==> src/rtl/heap_pkg.sv <==
// Shared definitions for the heap output-side drain controller.
//   heap_cap()     : number of records a two-sub-heap sorter with nlevels levels can hold
//   FLUSH_KEY      : key value the heap returns for an empty slot
//   drain_st_e     : drain controller FSM encoding
//   is_sentinel()  : true when the low key_width bits of key are all ones
package heap_pkg;

  localparam int unsigned HeapKeyWidth = 7;
  localparam logic [HeapKeyWidth-1:0] FLUSH_KEY = {HeapKeyWidth{1'b1}};

  typedef enum logic [2:0] {
    StIdle,
    StInit,
    StWaitSort,
    StDrain,
    StFinish,
    StDone
  } drain_st_e;

  // Two sub-heaps, each a full binary tree of nlevels-1 levels.
  function automatic int unsigned heap_cap(input int unsigned nlevels);
    return 2 * ((32'd1 << (nlevels - 1)) - 1);
  endfunction

  function automatic logic is_sentinel(input logic [31:0] key, input int unsigned key_width);
    logic [31:0] mask;
    mask = (key_width >= 32) ? '1 : ((32'd1 << key_width) - 32'd1);
    return (key & mask) == mask;
  endfunction

endpackage

==> src/rtl/heap_obuf_fifo.sv <==
// First-word-fall-through output buffer, Width x Depth (Depth a power of two, >= 2).
//   clk, rstn    : clock, asynchronous active-low reset
//   push_i       : write push_data_i (accepted when not full, or when popping the same cycle)
//   pop_i        : drop the head entry (ignored when empty)
//   pop_data_o   : head entry, forced to zero while empty
//   count_o      : occupancy, empty_o / full_o : status flags
module heap_obuf_fifo #(
  parameter int unsigned Width = 292,
  parameter int unsigned Depth = 4
) (
  input  logic                     clk,
  input  logic                     rstn,
  input  logic                     push_i,
  input  logic [Width-1:0]         push_data_i,
  input  logic                     pop_i,
  output logic [Width-1:0]         pop_data_o,
  output logic [$clog2(Depth):0]   count_o,
  output logic                     empty_o,
  output logic                     full_o
);

  localparam int unsigned AddrW = $clog2(Depth);

  logic [Width-1:0] mem_q [Depth];
  logic [AddrW-1:0] wr_q, wr_d, rd_q, rd_d;
  logic [AddrW:0]   cnt_q, cnt_d;
  logic             do_push, do_pop;

  assign empty_o = (cnt_q == '0);
  assign full_o  = (cnt_q == (AddrW + 1)'(Depth));
  assign count_o = cnt_q;

  assign do_pop  = pop_i && !empty_o;
  assign do_push = push_i && (!full_o || do_pop);

  always_comb begin
    wr_d  = wr_q;
    rd_d  = rd_q;
    cnt_d = cnt_q;
    if (do_push) wr_d = wr_q + 1'b1;
    if (do_pop)  rd_d = rd_q + 1'b1;
    if (do_push && !do_pop) cnt_d = cnt_q + 1'b1;
    if (!do_push && do_pop) cnt_d = cnt_q - 1'b1;
  end

  always_ff @(posedge clk or negedge rstn) begin
    if (!rstn) begin
      wr_q  <= '0;
      rd_q  <= '0;
      cnt_q <= '0;
    end else begin
      wr_q  <= wr_d;
      rd_q  <= rd_d;
      cnt_q <= cnt_d;
    end
  end

  // Storage needs no reset: the head is masked while empty.
  always_ff @(posedge clk) begin
    if (do_push) mem_q[wr_q] <= push_data_i;
  end

  assign pop_data_o = empty_o ? '0 : mem_q[rd_q];

endmodule

==> src/rtl/heap_drain_ctrl.sv <==
// Output-side reader for the two-sub-heap top-K sorter. Starts a heap session, waits for
// sort completion, reads records back with credit-paced flush strobes and streams them out.
//   clk, rstn               : clock, asynchronous active-low reset
//   start, n_items          : begin a session reading up to n_items records (IDLE only)
//   heap_init, heap_flush   : control strobes to the heap
//   heap_sort_end, heap_dout: heap status and record returned FLUSH_LAT cycles after flush
//   m_data, m_valid, m_ready: sorted record stream
//   busy, done, out_count   : status; out_count holds until the next start
module heap_drain_ctrl
  import heap_pkg::*;
#(
  parameter int unsigned DATA_WIDTH = 292,
  parameter int unsigned KEY_WIDTH  = 7,
  parameter int unsigned NLEVELS    = 6,
  parameter int unsigned FLUSH_LAT  = 0,
  parameter int unsigned OBUF_DEPTH = 4
) (
  input  logic                  clk,
  input  logic                  rstn,
  input  logic                  start,
  input  logic [6:0]            n_items,
  output logic                  heap_init,
  output logic                  heap_flush,
  input  logic                  heap_sort_end,
  input  logic [DATA_WIDTH-1:0] heap_dout,
  output logic [DATA_WIDTH-1:0] m_data,
  output logic                  m_valid,
  input  logic                  m_ready,
  output logic                  busy,
  output logic                  done,
  output logic [6:0]            out_count
);

  localparam int unsigned HeapCap = heap_cap(NLEVELS);
  localparam logic [6:0]  CapLim  = 7'(HeapCap);
  localparam int unsigned CntW    = $clog2(OBUF_DEPTH) + 1;

  drain_st_e       state_q, state_d;
  logic [6:0]      limit_q, limit_d;
  logic [6:0]      issued_q, issued_d;
  logic [6:0]      out_count_q, out_count_d;
  logic            stop_q, stop_d;

  logic            start_acc, cap_vld, sentinel, credit_ok;
  logic [7:0]      inflight;
  logic [CntW-1:0] fifo_count;
  logic            fifo_empty, fifo_full, fifo_push, fifo_pop;

  // Flush history: stage 0 is heap_flush itself, stages 1..FLUSH_LAT are registered. The
  // last stage marks the cycle heap_dout carries the matching record.
  if (FLUSH_LAT > 0) begin : g_lat
    logic [FLUSH_LAT-1:0] sr_q;
    always_ff @(posedge clk or negedge rstn) begin
      if (!rstn) sr_q <= '0;
      else       sr_q <= (sr_q << 1) | FLUSH_LAT'(heap_flush);
    end
    assign cap_vld  = sr_q[FLUSH_LAT-1];
    assign inflight = 8'($countones(sr_q));
  end else begin : g_nolat
    assign cap_vld  = heap_flush;
    assign inflight = '0;
  end

  assign sentinel  = is_sentinel(32'(heap_dout[KEY_WIDTH-1:0]), KEY_WIDTH);
  // Once the first empty slot is seen, anything still in flight is past the end as well.
  assign fifo_push = cap_vld && !stop_q && !sentinel;
  assign fifo_pop  = m_valid && m_ready;
  assign start_acc = (state_q == StIdle) && start;
  // Every in-flight record must already have a FIFO slot reserved.
  assign credit_ok = (8'(fifo_count) + inflight) < 8'(OBUF_DEPTH);

  always_ff @(posedge clk or negedge rstn) begin
    if (!rstn) state_q <= StIdle;
    else       state_q <= state_d;
  end

  always_comb begin
    state_d = state_q;
    unique case (state_q)
      StIdle:     if (start) state_d = StInit;
      StInit:     state_d = (limit_q == '0) ? StDone : StWaitSort;
      StWaitSort: if (heap_sort_end) state_d = StDrain;
      StDrain:    if ((issued_q == limit_q) || stop_q) state_d = StFinish;
      StFinish:   if ((inflight == '0) && fifo_empty) state_d = StDone;
      StDone:     state_d = StIdle;
      default:    state_d = StIdle;
    endcase
  end

  always_comb begin
    heap_init  = (state_q == StInit);
    done       = (state_q == StDone);
    busy       = (state_q != StIdle);
    heap_flush = (state_q == StDrain) && (issued_q < limit_q) && !stop_q && credit_ok;
  end

  always_comb begin
    limit_d     = limit_q;
    issued_d    = issued_q;
    stop_d      = stop_q;
    out_count_d = out_count_q;
    if (start_acc) begin
      limit_d     = (n_items > CapLim) ? CapLim : n_items;
      issued_d    = '0;
      stop_d      = 1'b0;
      out_count_d = '0;
    end else begin
      if (heap_flush)           issued_d    = issued_q + 7'd1;
      if (cap_vld && sentinel)  stop_d      = 1'b1;
      if (fifo_pop)             out_count_d = out_count_q + 7'd1;
    end
  end

  always_ff @(posedge clk or negedge rstn) begin
    if (!rstn) begin
      limit_q     <= '0;
      issued_q    <= '0;
      stop_q      <= 1'b0;
      out_count_q <= '0;
    end else begin
      limit_q     <= limit_d;
      issued_q    <= issued_d;
      stop_q      <= stop_d;
      out_count_q <= out_count_d;
    end
  end

  assign out_count = out_count_q;
  assign m_valid   = !fifo_empty;

  heap_obuf_fifo #(
    .Width (DATA_WIDTH),
    .Depth (OBUF_DEPTH)
  ) u_obuf (
    .clk         (clk),
    .rstn        (rstn),
    .push_i      (fifo_push),
    .push_data_i (heap_dout),
    .pop_i       (fifo_pop),
    .pop_data_o  (m_data),
    .count_o     (fifo_count),
    .empty_o     (fifo_empty),
    .full_o      (fifo_full)
  );

  a_no_push_when_full : assert property (@(posedge clk) disable iff (!rstn)
    !(fifo_push && fifo_full && !fifo_pop));

endmodule

==> config.mk <==
export PLATFORM = sky130hd
export DESIGN_NAME = heap_drain_ctrl
export DESIGN_NICKNAME = d
export VERILOG_FILES = /design/src/rtl/heap_pkg.sv /design/src/rtl/heap_obuf_fifo.sv /design/src/rtl/heap_drain_ctrl.sv
export SDC_FILE = /design/constraint.sdc
export NUM_CORES = 1
export LEC_CHECK = 0
export CAP_MARGIN = 40
export CORE_UTILIZATION = 48
export CTS_CLUSTER_DIAMETER = 80
export DETAILED_ROUTE_END_ITERATION = 6
export GPL_ROUTABILITY_DRIVEN = 1
export GPL_TIMING_DRIVEN = 0
export PLACE_DENSITY = 0.71
export SLEW_MARGIN = 20
export SYNTH_ARGS = -nofsm -noshare
export SYNTH_HDL_FRONTEND = slang
export SYNTH_SLANG_ARGS = --single-unit
==> constraint.sdc <==
create_clock -name clk -period 22.5 [get_ports clk]
set_input_delay 2.25 -clock clk [delete_from_list [all_inputs] [get_ports clk]]
set_output_delay 2.25 -clock clk [all_outputs]
set_load 0.03 [all_outputs]
==> summary.md <==
| Metric | Value |
|---|---|
| Status | `complete, no violations` |
| # setup viols final | `0` |
| Root buffer cell | `clkbuf_16` |
| Final worst path period need | `about 6.3 ns` |
| Most common cell after layout, fill and taps aside | `edfxtp_1` |
| Register clock-pin slew on the reported worst setup and hold paths | `approximately 0.06 ns` |
| Cts repair resizes | `0` |
| Width of the die | `approximately 310 um` |
| Pin count of the biggest net entering global routing | `between 40 and 50` |
| Port Buf Inserts | `607` |
| Hold depth | `2` |
| Min-delay worst type | `flop to flop` |
| Detailed placer's ending HPWL | `69.3 mm` |
| H-tree lvl count | `3` |
| Synth Area in Simple Gates | `0.0488` |
| Setup Crit Path Kind | `flop to output port` |
| Chip Height | `311 um` |
| Lkg Pwr | `around 19 nW` |
| # Post-CTS Setup Buffers | `0` |
| Final Power | `7.85 mW` |
| Fmax | `between 150 and 200 MHz` |
| Finished Layout Cells | `roughly 4.2k` |
| Routed Antenna Nets | `0` |
| Number of synthesized flops with an enable pin | `1168` |
| Measured slew at the worst slew-check pin | `approximately 0.83 ns` |
| Initial Util | `0.487` |
| HP Start | `stop_q$_DFFE_PN0P_` |
| CP Launch Type | `flop` |
| R2R Setup Slk | `about 18 ns` |
| Nets@finish | `between 3k and 4k` |
| Cells after Synth | `roughly 2.0k` |
| Async set-reset flop share out of synthesis | `0.0267` |
| Worst path required time | `~20 ns` |
| Sequential area share after synthesis | `0.784` |
| Vias per cell | `5.41` |
| CTS sink cnt | `~1.2k` |
| Warning count from the yosys run | `0` |
| Initial antenna violation count | `34` |
| Core area | `about 94000 um^2` |
| Drt total wl | `104 mm` |
| Synth cell types | `between 40 and 50` |
| Clock Path Buffers | `3` |
| Slew HR | `0.448` |
| Synthesized area | `roughly 46000 um^2` |
| Adder-cell area share of the yosys netlist | `0.00399` |
| PD cells | `roughly 140 nW/um^2` |
| Vias in the first global route | `around 24k` |
| Final core occ | `0.620` |
| Synthesis-stage register bit count | `approximately 1.2k` |
| Peak VDD IR | `about 0.16 mV` |
| GR Overflow Total | `0` |
| Final Cycle Share | `0.279` |
| DP Worst Slack | `about 17 ns` |
| Placed instance count | `3938` |
| Hold_ws | `between 0.5 and 0.6 ns` |
| Io pins | `between 600 and 700` |
| Drt first-iter violations | `approximately 1.9k` |
| XOR/XNOR Fraction of Synth Area | `0.00222` |
| Critical Path Sink Type | `output port` |
| Pins Over Slew Limit | `0` |
| Avg Cell Area, Syn | `~22 um^2` |
| Num CTS Buffers | `between 100 and 150` |
| Worst path arrival time | `4.02 ns` |
| Post-CTS Hold Buffers | `0` |
| Area after DPL | `between 50000 and 60000 um^2` |
| DR WL/cell | `between 20 and 25 um` |
| # rows | `around 110` |
| WHS Endpoint | `stop_q$_DFFE_PN0P_` |
| Post-Syn Nets | `2361` |
| Setup tns final | `0 ns` |
| Layout cells sized above 1 | `0.186` |
| Routability cong. | `around 0.85` |
| DRC viols | `0` |
| Register-to-Register Path Depth | `10` |
| Worst r2r dst | `u_obuf.mem_q[0][117]$_DFFE_PP_` |
| Crit-path max FO | `10` |
| Vias | `~23k` |
| GRT Overall Usage | `0.216` |
| Hold Fails Final Rpt | `0` |
| Post-synthesis mux area share | `0.144` |
| Main combinational cell family by area after synthesis | `multiplexers` |
| First-pass GRT wire length | `155 mm` |
| Finished Cell Area | `between 50000 and 60000 um^2` |
| Worst flop-to-flop path startpoint | `issued_q[5]$_DFFE_PN0P_` |
| Synth Area in Compound Gates | `0.00656` |
| Max-Cap Viols | `0` |
| Die ar. | `96600 um^2` |
| Commonest cells after routing, fill and taps aside | `edfxtp_1, clkdlybuf4s50_1, and2_1, mux4_2, clkbuf_16` |
| TritonCTS clock tree | `built` |
| Router iterations before antenna repair | `5` |
| Final clock skew | `0.0321 ns` |
| Layout area overhead | `27.1%` |
| Final worst setup slack | `roughly 16 ns` |
| Clock Latency Late Sink | `~0.71 ns` |
| Synth Flop Type | `edfxtp_1` |
| RSZ-0062 raised after global routing | `false` |
==> worst max path at each step <==
stage | from | to | slack [ns] | cells past startpoint
2_1_floorplan | heap_dout[5] | u_obuf.mem_q[0][0]$_DFFE_PP_ | 12.47 | 4
3_3_place_gp | heap_dout[4] | u_obuf.mem_q[1][163]$_DFFE_PP_ | 6.28 | 5
3_5_place_dp | u_obuf.rd_q[1]$_DFFE_PN0P_ | m_data[89] | 16.87 | 6
4_1_cts | u_obuf.rd_q[1]$_DFFE_PN0P_ | m_data[265] | 16.04 | 6
5_1_grt | u_obuf.rd_q[1]$_DFFE_PN0P_ | m_data[89] | 16.04 | 6
6_report | u_obuf.rd_q[1]$_DFFE_PN0P_ | m_data[89] | 16.23 | 6
==> registers in the layout, indices dropped and copies added (netlist names) <==
| register | cells |
|---|---|
| u_obuf.rd_q | 2 |
| out_count | 7 |
| issued_q | 7 |
| stop_q | 1 |
| u_obuf.count_o | 3 |
| state_q | 3 |
| u_obuf.mem_q | 1168 |
| limit_q | 7 |
| u_obuf.wr_q | 2 |
==> critical path: stages (launching register included) <==
cell and delay (ns):
dfrtp_1 0.32, clkbuf_1 0.45, clkbuf_1 0.62, buf_1 0.64, mux4_2 0.40, and2_1 0.17, clkdlybuf4s50_1 0.70
==> Yosys cell counts, drive strengths merged, types with 3 or more instances <==
cell / n / share of area
a21oi: 10 / 0.0011
inv: 11 / 0.00090
clkbuf: 54 / 0.0044
a21o: 3 / 0.00049
nor3: 3 / 0.00033
o21ai: 19 / 0.0022
nand3: 10 / 0.0011
edfxtp: 1168 / 0.77
and2: 297 / 0.041
mux4: 292 / 0.14
nand2: 16 / 0.0013
nor2: 18 / 0.0016
xor2: 6 / 0.0011
ha: 13 / 0.0036
nand4: 6 / 0.00082
xnor2: 3 / 0.00057
buf: 49 / 0.0048
dfrtp: 32 / 0.018
nor2b: 3 / 0.00041
==> routing by layer <==
| metal | global-route usage | vias up | wire length, um | part of all wire |
|---|---|---|---|---|
| li1 | - | 9930 | - | - |
| met1 | 0.267 | 11711 | 39800 | 0.38 |
| met2 | 0.357 | 775 | 52900 | 0.51 |
| met3 | 0.0677 | 203 | 7980 | 0.077 |
| met4 | 0.0858 | 30 | 3470 | 0.033 |
| met5 | 0 | - | 166 | 0.0016 |
==> final cells by class <==
| type | count | area (um^2) |
|---|---|---|
| plain buffers | 103 | 423 |
| diodes | 17 | 42.5 |
| multi-input cells | 729 | 9420 |
| well taps | 1254 | 1570 |
| clock inverters | 86 | 788 |
| clock buffers | 143 | 3130 |
| repair buffers | 641 | 6870 |
| inverters | 11 | 41.3 |
| flip-flops and latches | 1200 | 35900 |
| fillers | 6439 | 35700 |
==> kinds of logic (layout without fill, tap and decap cells) <==
kind of cell / after synthesis / count (layout)
flip-flops: 1200 / 1200
AND/OR/NAND/NOR: 366 / 366
multiplexers: 294 / 294
buffers and inverters: 114 / 984
AO/OA/AOI/OAI: 45 / 45
adder cells (fa/ha/maj): 14 / 14
XOR/XNOR: 10 / 10
other: 0 / 17
==> power breakdown <==
| group | total (mW) | switching, mW | internal, mW | leakage [nW] |
|---|---|---|---|---|
| sequential | 2.67 | 0.0474 | 2.62 | 10.9 |
| clock | 1.97 | 0.834 | 1.13 | 1.91 |
| combinational | 3.22 | 1.81 | 1.41 | 5.89 |
| total | 7.85 | 2.69 | 5.16 | 18.7 |
Power figures use the tool's default switching activity.
